[config.mk]
export PLATFORM = sky130hd
export DESIGN_NAME = step_responder
export DESIGN_NICKNAME = d
export VERILOG_FILES = /design/src/rtl/floppy_pkg.sv /design/src/rtl/index_gen.sv /design/src/rtl/step_responder.sv
export SDC_FILE = /design/constraint.sdc
export NUM_CORES = 1
export LEC_CHECK = 0
export BUFFER_PORTS_ARGS = -buffer_cell sky130_fd_sc_hd__buf_4
export CORE_MARGIN = 2
export CORE_UTILIZATION = 52
export CTS_CLUSTER_SIZE = 20
export DETAILED_ROUTE_END_ITERATION = 10
export PLACE_DENSITY = 0.72
export SLEW_MARGIN = 0
export SYNTH_ARGS = -nofsm -noshare
export SYNTH_HDL_FRONTEND = slang
export SYNTH_HIERARCHICAL = 1
export SYNTH_SLANG_ARGS = --single-unit
[constraint.sdc]
create_clock -name clk -period 2.07 [get_ports clk]
set_input_delay 0 -clock clk [delete_from_list [all_inputs] [get_ports clk]]
set_output_delay 0 -clock clk [all_outputs]
set_load 0.005 [all_outputs]
[src/rtl/floppy_pkg.sv]
// Shared floppy-bus constants, head state type and the track clamp helper.
package floppy_pkg;

    localparam int   MAX_TRACK_DEFAULT = 79;
    localparam int   TRACK_W           = 7;
    localparam logic BUS_ASSERT        = 1'b0;
    localparam logic BUS_IDLE          = ~BUS_ASSERT;

    typedef enum logic {
        IDLE   = 1'b0,
        SETTLE = 1'b1
    } head_state_e;

    // Move the head one track, saturating at track 0 and at max_trk.
    function automatic logic [TRACK_W-1:0] next_track(
        input logic [TRACK_W-1:0] cur,
        input logic               inward,
        input logic [TRACK_W-1:0] max_trk
    );
        if (inward) begin
            return (cur >= max_trk) ? cur : cur + TRACK_W'(1);
        end
        return (cur == '0) ? cur : cur - TRACK_W'(1);
    endfunction

endpackage

[src/rtl/index_gen.sv]
// Revolution counter and active-low index pulse.
// The counter runs only while the motor is on; selection only masks the output.
module index_gen
    import floppy_pkg::*;
#(
    parameter int INDEX_PERIOD = 2400000,
    parameter int INDEX_WIDTH  = 48000
) (
    input  logic clk,
    input  logic rst_n,
    input  logic motor_on,
    input  logic selected,
    output logic index
);

    localparam int CNT_W = (INDEX_PERIOD > 1) ? $clog2(INDEX_PERIOD) : 1;

    logic [CNT_W-1:0] rev_cnt_q;
    logic [CNT_W-1:0] rev_cnt_d;

    // Next count: wrap at the end of a revolution, clear while the motor is off.
    always_comb begin
        rev_cnt_d = '0;
        if (motor_on) begin
            rev_cnt_d = (rev_cnt_q == CNT_W'(INDEX_PERIOD - 1)) ? '0 : rev_cnt_q + CNT_W'(1);
        end
    end

    // Revolution counter register.
    always_ff @(posedge clk or negedge rst_n) begin
        if (!rst_n) begin
            rev_cnt_q <= '0;
        end else begin
            rev_cnt_q <= rev_cnt_d;
        end
    end

    // Gating by motor_on makes the output go inactive in the same cycle the motor stops.
    assign index = (motor_on && selected && (int'(rev_cnt_q) < INDEX_WIDTH)) ? BUS_ASSERT : BUS_IDLE;

endmodule

[src/rtl/step_responder.sv]
// Floppy drive head stepper emulation: synchronizes the host bus, accepts step
// strobes, tracks head position with clamping and holds busy while settling.
// Optional index pulse generator enabled by defining FLOPPY_INDEX_GEN_EN.
module step_responder
    import floppy_pkg::*;
#(
    parameter int MAX_TRACK    = MAX_TRACK_DEFAULT,
    parameter int STEP_SETTLE  = 60000,
    parameter int INDEX_PERIOD = 2400000,
    parameter int INDEX_WIDTH  = 48000
) (
    input  logic               clk,
    input  logic               rst_n,
    input  logic               step_n,
    input  logic               dir_n,
    input  logic               sel_n,
    input  logic               motor_n,
    output logic               track_0,
    output logic               index,
    output logic [TRACK_W-1:0] track,
    output logic               step_pulse,
    output logic               busy
);

    localparam int NSYNC      = 4;
    localparam int SYNC_STEP  = 0;
    localparam int SYNC_DIR   = 1;
    localparam int SYNC_SEL   = 2;
    localparam int SYNC_MOTOR = 3;
    localparam int SETTLE_W   = $clog2(STEP_SETTLE + 1);

    logic [NSYNC-1:0]    raw_in;
    logic [NSYNC-1:0]    meta_q;
    logic [NSYNC-1:0]    sync_q;
    logic                step_prev_q;
    logic                step_edge;
    logic                selected;
    logic                motor_sync;

    head_state_e         state_q, state_d;
    logic [SETTLE_W-1:0] settle_cnt_q, settle_cnt_d;
    logic [TRACK_W-1:0]  track_q, track_d;
    logic                step_pulse_q, step_pulse_d;

    assign raw_in = {motor_n, sel_n, dir_n, step_n};

    // Two-flop synchronizers; reset to the inactive bus level.
    always_ff @(posedge clk or negedge rst_n) begin
        if (!rst_n) begin
            meta_q      <= '1;
            sync_q      <= '1;
            step_prev_q <= 1'b1;
        end else begin
            meta_q      <= raw_in;
            sync_q      <= meta_q;
            step_prev_q <= sync_q[SYNC_STEP];
        end
    end

    assign selected   = (sync_q[SYNC_SEL] == BUS_ASSERT);
    assign motor_sync = sync_q[SYNC_MOTOR];
    assign step_edge  = step_prev_q && (sync_q[SYNC_STEP] == BUS_ASSERT) && selected;

    // Head FSM: accept a step in IDLE, then stay in SETTLE for STEP_SETTLE cycles.
    always_comb begin
        state_d      = state_q;
        settle_cnt_d = settle_cnt_q;
        track_d      = track_q;
        step_pulse_d = 1'b0;
        case (state_q)
            IDLE: begin
                if (step_edge) begin
                    track_d      = next_track(track_q, sync_q[SYNC_DIR] == BUS_ASSERT,
                                              TRACK_W'(MAX_TRACK));
                    step_pulse_d = 1'b1;
                    settle_cnt_d = '0;
                    state_d      = SETTLE;
                end
            end
            SETTLE: begin
                if (settle_cnt_q == SETTLE_W'(STEP_SETTLE - 1)) begin
                    state_d = IDLE;
                end else begin
                    settle_cnt_d = settle_cnt_q + SETTLE_W'(1);
                end
            end
            default: state_d = IDLE;
        endcase
    end

    // Head state, settle timer, position and strobe registers.
    always_ff @(posedge clk or negedge rst_n) begin
        if (!rst_n) begin
            state_q      <= IDLE;
            settle_cnt_q <= '0;
            track_q      <= '0;
            step_pulse_q <= 1'b0;
        end else begin
            state_q      <= state_d;
            settle_cnt_q <= settle_cnt_d;
            track_q      <= track_d;
            step_pulse_q <= step_pulse_d;
        end
    end

    assign track      = track_q;
    assign step_pulse = step_pulse_q;
    assign busy       = (state_q == SETTLE);
    assign track_0    = ((track_q == '0) && selected) ? BUS_ASSERT : BUS_IDLE;

`ifdef FLOPPY_INDEX_GEN_EN
    index_gen #(
        .INDEX_PERIOD(INDEX_PERIOD),
        .INDEX_WIDTH (INDEX_WIDTH)
    ) u_index_gen (
        .clk     (clk),
        .rst_n   (rst_n),
        .motor_on(motor_sync == BUS_ASSERT),
        .selected(selected),
        .index   (index)
    );
`else
    // Index permanently inactive; the extra terms fold to a constant high and
    // only keep the motor synchronizer and index timing parameters referenced.
    assign index = BUS_IDLE | motor_sync | (INDEX_WIDTH >= INDEX_PERIOD);
`endif

endmodule
==> results_dict.tcl <==
set metrics [dict create \
    gp_congestion 0.8642 \
    ant_nets 0 \
    drt-met1-wl_um 1555 \
    crit_required_ps 2310 \
    ys_types 44 \
    ys_async_sr_fraction 1.000 \
    rr_startpoint "sync_q[1]" \
    hold_viol_final 0 \
    layout.cells.most_common_list "35 x buf_4, 25 x dfrtp_1, 17 x nand2_1" \
    drc 0 \
    placed_area_um2 1887 \
    start_util 0.5396 \
    finalSetupViolations 0 \
    numClockSinks 32 \
    dpl_worst_slack_ps 46.60 \
    syn-cell-area_um2 1620 \
    wl_met3_um 197 \
    cts_buffer_depth 2 \
    clk_latency_ps 350 \
    fp.dieW_um 59.82 \
    first_global_vias 1243 \
    synth_edf_count 0 \
    die_area_um2 3578 \
    arrival_ps 2250 \
    drt-total-wl_um 3295 \
    total_power_mw 2.095 \
    rsz0062_at_grt "true" \
    syn_nets 174 \
    synth_ff_type "dfrtp_1" \
    dp_hpwl_um 2401 \
    io_buffers 14 \
    nNetsFinal 216 \
    synth-seq-cells 32 \
    grt_antenna_before_repair 0 \
    power_density_nw_per_um2 1036 \
    grt_start_max_net_pins 33 \
    firstDrtPassIters 4 \
    cts_inserted_buffers 5 \
    final_common_cell "buf_4" \
    drtIter0Drc 43 \
    wl_per_cell_um 13.90 \
    tritoncts "yes" \
    syn_avg_cell_area_um2 10.06 \
    top_layer_used "met4" \
    holdCritPathClass "input pin to async pin" \
    syn_to_final_growth_pct 24.86 \
    max_freq_ghz 0.4984 \
    fin_util 0.6738 \
    ir_drop_uv 527.9 \
    grt.total_usage 0.2066 \
    htree_levels 2 \
    post-route-period-util 0.9694 \
    coreArea_um2 3003 \
    max_cap_violations 0 \
    cp_max_fo 2 \
    tns_ps 0 \
    rows 20 \
    syn_inst 161 \
    viasPerCell 5.616 \
    synth_warnings 6 \
    fin_ws_ps 63.38 \
    dieHeight_um 59.82 \
    r2r_slack_ps 60 \
    ys_seq_area_frac 0.4996 \
    r2r_end "track[6]" \
    grt_pass1_wl_um 5375 \
    synth.area.top_cells "dfrtp_1 39%, dfstp_2 11%, ha_1 4.6%" \
    diodes 0 \
    final_area_um2 2023 \
    p_leak_nw 0.9097 \
    r2r_cells 7 \
    yosysTopAreaCellShare 0.3861 \
    end_kind "flip-flop" \
    cts.clk_slew.worst_paths_ps 110 \
    grt_overflow 0 \
    min_period_ps 2007 \
    num_vias 1331 \
    slew_viol_final 0 \
    fin_worst_skew_ps 10.34 \
    drive_above_1_share 0.2696 \
    root_buffer "clkbuf_4" \
    status "completed" \
    startpoint_type "flip-flop" \
    path_class "flip-flop to flip-flop" \
    ios 17 \
    wl_met2_um 1489 \
    synth_top_cell_by_area "dfrtp_1" \
]
[cells in the mapped netlist, drive strengths merged, types with 2 or more instances]
cell type	n
nor3	6
o41ai	2
nand4	3
dfrtp	25
a21oi	5
and3	2
nand2	17
nor4	4
nor2	8
or4	3
xor2	4
dfstp	7
nand2b	2
nand3	7
o21ai	14
nand4bb	2
ha	6
inv	9
nor2b	4
buf	3
xnor2	7
o31ai	2
[what timing repair did]
action / 4_1_cts / 5_1_grt
resized for setup: 0 / 4
endpoints found under the setup margin: 0 / 4
hold buffers: 4 / 0
hold endpoints to repair: 35 / 0
buffers inserted: 0 / 2
[power breakdown]
part           switching (mW)  total, mW  internal (mW)
Sequential              0.125      0.873          0.749
Clock                   0.235      0.368          0.133
Combinational           0.413      0.854          0.441
Total                   0.772       2.10           1.32
[through the flow]
stage	hold WS, ps	cells
3_3_place_gp	-47.94	223
6_report	108.9	237
3_5_place_dp	-40.40	223
2_1_floorplan	-295.6	161
5_1_grt	145.8	237
4_1_cts	111.2	235
[final cells by class]
class                      instances  area [um2]
clock inverter                     3       23.77
clock buffer                       5       37.54
tap                               33       41.29
multi-input combinational        115       770.7
timing repair buffer              39       302.8
sequential                        32       809.5
fill                             236       979.7
inverter                          10       37.54
[routing by layer]
layer  GRT usage  vias to the layer above
li1            -                      661
met5           0                        -
met4     0.07619                        0
met2      0.3245                       40
met1      0.2717                      624
met3     0.05844                        6
[cells by family after synthesis]
logic type	Yosys count	share of synthesized area
buffers and inverters	14	0.03706
AOI/OAI and AO/OA	32	0.1259
adders and majority gates	7	0.05869
and+or+nand+nor	63	0.2108
xor gates and xnor gates	11	0.05946
DFF	32	0.4996
other	1	0.002314
muxes	1	0.006178
[flip-flops by register name, summed over array words and instances (netlist names)]
name	count
step_prev_q	1
sync_q	3
settle_cnt_q	16
step_pulse	1
busy	1
track	7
meta_q	3
[worst max path at each step]
stage                         start               end  slack, ps  cells past startpoint
floorplan                 sync_q[1]          track[6]         80                      7
global placement    settle_cnt_q[0]  settle_cnt_q[15]         70                      7
detailed placement  settle_cnt_q[0]  settle_cnt_q[15]         50                      7
CTS                 settle_cnt_q[0]  settle_cnt_q[15]         30                      7
global route              sync_q[1]          track[6]        -20                      7
finish                    sync_q[1]          track[6]         60                      7
[critical path: stages (launching register included)]
cell	delay, ps
dfstp_2	550
inv_1	50
fa_1	390
nand2b_1	200
a31oi_2	250
mux2i_1	210
a21oi_1	90
xor2_1	150
Note: power is estimated with default switching activity, not from simulation.
